==> src/rtl/ctech_lib_clk_gate_seq.sv <==
// Clock-gate enable sequencer: gates clk after IDLE_CYC+1 qualified idle edges, re-enables on wake/force/~idle, clk_on after WAKE_CYC settle cycles.
// All outputs registered (1-edge latency); wake_req is a level handshake held until clk_on; CTECH_CLK_GATE_SEQ_TEST_OVRD_EN adds test_ovrd.
module ctech_lib_clk_gate_seq #(
  parameter int IDLE_CYC = 16,
  parameter int WAKE_CYC = 4,
  localparam int CNT_W = $clog2(((IDLE_CYC > WAKE_CYC) ? IDLE_CYC : WAKE_CYC) + 1)
) (
  input  logic clk,
  input  logic rst_b,
  input  logic idle,
  input  logic wake_req,
  input  logic force_on,
`ifdef CTECH_CLK_GATE_SEQ_TEST_OVRD_EN
  input  logic test_ovrd,
`endif
  output logic clken,
  output logic clk_on,
  output logic gated
);

  generate
    if (IDLE_CYC < 1 || WAKE_CYC < 1) begin : g_bad_cfg
      $fatal(1, "ctech_lib_clk_gate_seq: IDLE_CYC and WAKE_CYC must both be >= 1");
    end
  endgenerate

  typedef enum logic [1:0] {
    ST_ON        = 2'd0,
    ST_IDLE_WAIT = 2'd1,
    ST_OFF       = 2'd2,
    ST_WAKE      = 2'd3
  } state_t;

  localparam logic [CNT_W-1:0] IDLE_LAST = CNT_W'(IDLE_CYC - 1);
  localparam logic [CNT_W-1:0] WAKE_LAST = CNT_W'(WAKE_CYC - 1);

  state_t           state, state_nx;
  logic [CNT_W-1:0] cnt, cnt_nx;
  logic             clken_q, clk_on_q, gated_q;
  logic             clken_nx, clk_on_nx, gated_nx;
  logic             ovrd;
  logic             qual;

`ifdef CTECH_CLK_GATE_SEQ_TEST_OVRD_EN
  assign ovrd = test_ovrd;
`else
  assign ovrd = 1'b0;
`endif

  // Scan override acts as an extra force_on so the FSM cannot start gating.
  assign qual = idle & ~wake_req & ~force_on & ~ovrd;

  always_comb begin
    state_nx = state;
    cnt_nx   = cnt;
    case (state)
      ST_ON: begin
        if (qual) begin
          state_nx = ST_IDLE_WAIT;
          cnt_nx   = '0;
        end
      end
      ST_IDLE_WAIT: begin
        if (!qual) begin
          state_nx = ST_ON;
          cnt_nx   = '0;
        end else if (cnt == IDLE_LAST) begin
          state_nx = ST_OFF;
          cnt_nx   = '0;
        end else begin
          cnt_nx = cnt + CNT_W'(1);
        end
      end
      ST_OFF: begin
        if (!qual) begin
          state_nx = ST_WAKE;
          cnt_nx   = '0;
        end
      end
      ST_WAKE: begin
        // Inputs ignored: a started wake always completes.
        if (cnt == WAKE_LAST) begin
          state_nx = ST_ON;
          cnt_nx   = '0;
        end else begin
          cnt_nx = cnt + CNT_W'(1);
        end
      end
      default: begin
        state_nx = ST_ON;
        cnt_nx   = '0;
      end
    endcase
  end

  always_comb begin
    clken_nx  = (state_nx != ST_OFF);
    clk_on_nx = (state_nx == ST_ON) || (state_nx == ST_IDLE_WAIT);
    gated_nx  = (state_nx == ST_OFF);
  end

  always_ff @(posedge clk) begin
    if (!rst_b) begin
      state    <= ST_ON;
      cnt      <= '0;
      clken_q  <= 1'b1;
      clk_on_q <= 1'b1;
      gated_q  <= 1'b0;
    end else begin
      state    <= state_nx;
      cnt      <= cnt_nx;
      clken_q  <= clken_nx;
      clk_on_q <= clk_on_nx;
      gated_q  <= gated_nx;
    end
  end

  // The NAND input is a flop, ORed only with the scan-static override.
  assign clken  = clken_q | ovrd;
  assign clk_on = clk_on_q;
  assign gated  = gated_q;

endmodule
==> config.mk <==
export PLATFORM = sky130hd
export DESIGN_NAME = ctech_lib_clk_gate_seq
export DESIGN_NICKNAME = d
export VERILOG_FILES = /design/src/rtl/ctech_lib_clk_gate_seq.sv
export SDC_FILE = /design/constraint.sdc
export NUM_CORES = 1
export LEC_CHECK = 0
export ABC_CLOCK_PERIOD_IN_PS = 3500
export CAP_MARGIN = 20
export CORE_AREA = 5 5 42 44
export CTS_CLUSTER_DIAMETER = 200
export DETAILED_ROUTE_END_ITERATION = 10
export DIE_AREA = 0 0 47 49
export DONT_BUFFER_PORTS = 1
export GPL_ROUTABILITY_DRIVEN = 0
export GPL_TIMING_DRIVEN = 0
export PLACE_DENSITY_LB_ADDON = 0.08
export SYNTH_ARGS = -nofsm -noshare
export SYNTH_HDL_FRONTEND = slang
export SYNTH_SLANG_ARGS = --single-unit
==> constraint.sdc <==
create_clock -name clk -period 3.5 [get_ports clk]
set_clock_uncertainty 0.15 [all_clocks]
set_input_delay 0.7 -clock clk [delete_from_list [all_inputs] [get_ports clk]]
set_output_delay 0.7 -clock clk [all_outputs]
set_load 0.01 [all_outputs]
Word level (Yosys, flattened, before mapping)
Index checks and enable logic that the tools add are counted.
{"block": "classes", "n_addsub": 1, "mul": 0, "div": 0, "magnitude_cmp": 0, "n_eq_ne": 10, "n_shift": 0, "muxes": 12, "n_bitwise": 4, "reduce_logical": 4}
{"cell": "2-to-1 mux 5 bit", "count": 5}
{"cell": "case mux 5 bit (4 select lines)", "count": 1}
{"cell": "2-to-1 mux 2 bit", "count": 5}
{"cell": "case mux 2 bit (4 select lines)", "count": 1}
{"cell": "== test 2 bit (second input constant)", "count": 3}
{"cell": "!= test 2 bit (second input constant)", "count": 3}
{"cell": "adder 5 x 1 -> 5 bit (second input constant)", "count": 1}
{"cell": "== test 5 x 2 -> 1 bit (second input constant)", "count": 1}
{"cell": "== test 5 x 4 -> 1 bit (second input constant)", "count": 1}
{"cell": "== test 2 x 1 -> 1 bit (second input constant)", "count": 2}
{"cell": "zero test 2 bit", "count": 2}
{"cell": "bitwise AND 1 bit", "count": 2}
{"cell": "inverter 1 bit", "count": 2}
{"cell": "AND reduction 2 bit", "count": 1}
{"cell": "logical OR 1 bit", "count": 1}
{"block": "word_totals", "reg_bits": 10, "latchBits": 0, "ramBits": 0, "rom_bits": 0, "input_bits": 5, "output_inout_bits": 3, "elab_cells": 36, "n_memories": 0}

Logic depth before layout (Yosys ltp)
{"block": "depth", "depth_word": 7, "ltp_mapped": 8, "ltp_nobuf": 8}

Worst setup path before layout
OpenSTA, ideal clock, no wires.
{"block": "synth_path", "path_type": "input -> register", "start": "in wake_req", "end": "reg cnt[1]", "setup_ns": 0.057, "arrival_time_ns": 1.541, "t_required_ns": 3.293, "setup_slack_ns": 1.752, "path_stages": 4, "n_path_buf": 0, "path_cell_list": "nor3b_2 xor2_1 nor3b_1 a2bb2o_4"}
{"block": "synth_between", "elab_chain_len": 5, "elab_cells_between_ends": 8, "classes_between": "eq/ne (2); mux (2); bitwise (3); reduce/logical (1)"}
{"element": "start: declaration", "line_no": "11", "rtl": "input logic wake_req,"}
{"element": "inverter 1 bit *", "line_no": "51", "rtl": "assign qual = idle & ~wake_req & ~force_on & ~ovrd;"}
{"element": "bitwise AND 1 bit * (2 in a row)", "line_no": "51"}
{"element": "2-to-1 mux 5 bit / != test 2 bit (equally long branches)"}
{"element": "case mux 5 bit (4 select lines) / AND reduction 2 bit (equally long branches)"}
{"element": "end signal: assignment", "line_no": "111", "rtl": "cnt <= cnt_nx;"}
{"element": "end: declaration", "line_no": "38", "rtl": "logic [CNT_W-1:0] cnt, cnt_nx;"}
Every way passes the cells marked *; elsewhere a longest branch is shown, timed or not.
A chain may end at the register's enable or synchronous reset.

Final worst setup path
{"block": "layout_path", "start": "reg cnt[1]", "end": "reg cnt[1]"}
{"block": "layout_between", "elab_chain_len": 4, "elab_cells_between_ends": 7, "classes_between": "add/sub (1); eq/ne (2); mux (4)"}
{"element": "adder 5 x 1 -> 5 bit / == test 5 x 4 -> 1 bit (equally long branches)", "line_no": "71, 86, 67"}
{"element": "2-to-1 mux 5 bit", "line_no": "67", "rtl": "end else if (cnt == IDLE_LAST) begin"}
{"element": "2-to-1 mux 5 bit", "line_no": "64", "rtl": "if (!qual) begin"}
{"element": "case mux 5 bit (4 select lines) *", "line_no": "56", "rtl": "case (state)"}
Marked as above.

==> reports/qor.yml <==
final_layout:
  final_common_cell: "dfxtp_1"
  drive_gt1_share_pct: 15.79
  nNetsFinal: 67
  syn2layout_area_growth_pct: 7.692
  mostFrequentLayoutCells: "10 x dfxtp_1, 5 x nor2b_1, 4 x inv_1"
  diodes: 0
cts:
  cts_buffers: 3
  clockRootBuffer: "clkbuf_4"
  cts_htree_levels: 1
  cts_hold_buffers: 0
  cts_resized: 0
  clk_path_buf_depth: 2
  clk_pin_slew_ps: 60
  clk_latency_ps: 260
  cts_tree: "done"
  cts.sinks: 10
  postCtsSetupRepairBufs: 0
floorplan:
  initial_core_util_pct: 39.46
  ios: 8
  dieArea_sq_mm: 0.002303
  die_x_um: 47
  core_sq_mm: 0.001401
  die_h_um: 49
  num_rows: 14
yosys:
  ys_seq_elements: 10
  synth_top_family_by_area: "simple AND/OR/NAND/NOR gates"
  synth_compound_area_share_pct: 19.00
  synth_cell_types: 28
  synth_xor_area_share_pct: 3.167
  synth-edff-count: 0
  syn_area_sq_um: 553.0
  ys.flop_type: "dfxtp_1"
  synthMuxAreaShare_pct: 0
  syn-num-nets: 62
  ys.warnings.count: 0
  synthCells: 54
  ys_seq_area_share_pct: 36.20
  avgSynthCellArea_sq_um: 10.24
  ys_async_sr_fraction_pct: 0
  synthSimpleGateAreaFrac_pct: 30.54
  synthAdderAreaFrac_pct: 6.787
pwr:
  ir_drop_mv: 0.1608
  p_leak_nw: 0.2637
  p_per_area_mw_per_mm2: 339.9
global_routing:
  antenna_found_initial: 0
  grtUsageTotal_pct: 10.77
  first_global_vias: 369
  grt_max_degree: 11
  overflow: 0
  grt_first_pass_wirelength_um: 1738
timing:
  period_minus_slack_ps: 1924
  fin_hold_ws_ps: 388.4
  timing.fmax_mhz: 519.7
  worstMarginPinSlew_ps: 426.5
  fin_crit_sh_pct: 54.98
  fin_setup_tns_ps: 0
  finalHoldViolCount: 0
  maxSlewViolCount: 0
  relSlewSlack_pct: 71.51
  setup_viol: 0
  grt_setup_unrepaired: "no"
detailed_routing:
  routedWlPerCell_um: 13.51
  vias_per_cell: 5.137
  drt-met1-wl_um: 435
  route.met3.wl_um: 42
  wl_met2_um: 484
  vias: 375
  highest_layer: "met4"
  firstDrtPassIters: 4
  ant_nets: 0
  drtIter0Drc: 2
  drc: 0
  drt_wl_total_um: 986
setup_path:
  cp.arrival_ps: 1940
  r2r-end: "cnt[1]"
  timing.rr.start: "cnt[1]"
  regToRegSetupSlack_ps: 1580
  worstPathMaxFanout: 4
  path_class: "register to register"
  critical_path.startpoint_type: "register"
  required_ps: 3510
  end_kind: "register"
  rr_worst_depth: 7
placement:
  io_buffers: 0
  hpwl_um: 766.4
worst_hold_path:
  min_path_cells: 1
  hold_path.class: "register to register"
  min_to: "cnt[1]"
  hp-start: "cnt[1]"
run_status:
  status: "complete, no violations"
flow_run:
  drv_cap: 0
## layer usage
layer,global-route usage [%],vias to the layer above
met1,14.04,165
li1,-,200
met2,14.03,6
met3,4.428,4
met4,6.912,0
met5,0,-
## worst max-delay path, stage by stage (launching register included)
cell	delay, ps
dfxtp_1	380
ha_1	230
nand3_1	130
inv_1	80
ha_1	190
and3b_1	220
o21ai_1	210
a2bb2o_4	230
## state kept, by name, summed over array words and instances, names as in the netlist
signal / count
state: 2
cnt: 5
clken: 1
gated: 1
clk_on: 1
## kinds of logic after synthesis
kind of cell | Yosys count
AOI/OAI and AO/OA | 12
xor gates and xnor gates | 2
DFF | 10
and+or+nand+nor | 21
adders and majority gates | 3
buffers and inverters | 6
## final cells by class
type / instances / area [sq um]
fillers: 147 / 805.8
plain buffers: 2 / 8.758
flip-flops and latches: 10 / 200.2
multi-input cells: 38 / 329.1
inverters: 4 / 15.01
clock buffers: 3 / 22.52
well taps: 16 / 20.02
## how the worst max path moves through the flow
stage               startpoint     end  slack (ps)  cells after the start
floorplan             wake_req  cnt[1]        1750                      4
global placement        cnt[0]  cnt[1]        1630                      7
detailed placement      cnt[0]  cnt[1]        1600                      7
CTS                     cnt[1]  cnt[1]        1580                      7
global route            cnt[0]  cnt[1]        1420                      7
finish                  cnt[1]  cnt[1]        1580                      7
## per-stage QoR
stage	power [mW]	area, sq um	worst slack (ps)	util (%)	std cells
after floorplan	0.1252	553.0	1752	-	54
after global placement	0.1267	573.1	1628	40.89	70
after detailed placement	0.1270	573.1	1598	40.89	70
after CTS	0.2074	595.6	1576	42.50	73
after global routing	0.2155	595.6	1419	42.50	73
final	0.2024	595.6	1576	42.50	73
## Yosys cell counts (2+ instances only)
master	number	share of area [%]
o31a_1	2	3.2
dfxtp_1	10	36
ha_1	3	6.8
nor3_1	2	1.8
xor2_1	2	3.2
nor2b_1	5	5.7
o21a_1	2	2.7
o21ai_1	2	1.8
inv_1	4	2.7
nand3_1	3	2.7
nor4b_4	2	8.6
## power breakdown
group	total, mW	switching [mW]	internal, mW
sequential	0.115	0.000235	0.114
combinational	0.00965	0.00539	0.00426
clock	0.0781	0.0384	0.0397
total	0.202	0.0441	0.158
(Power assumes the default switching activity.)
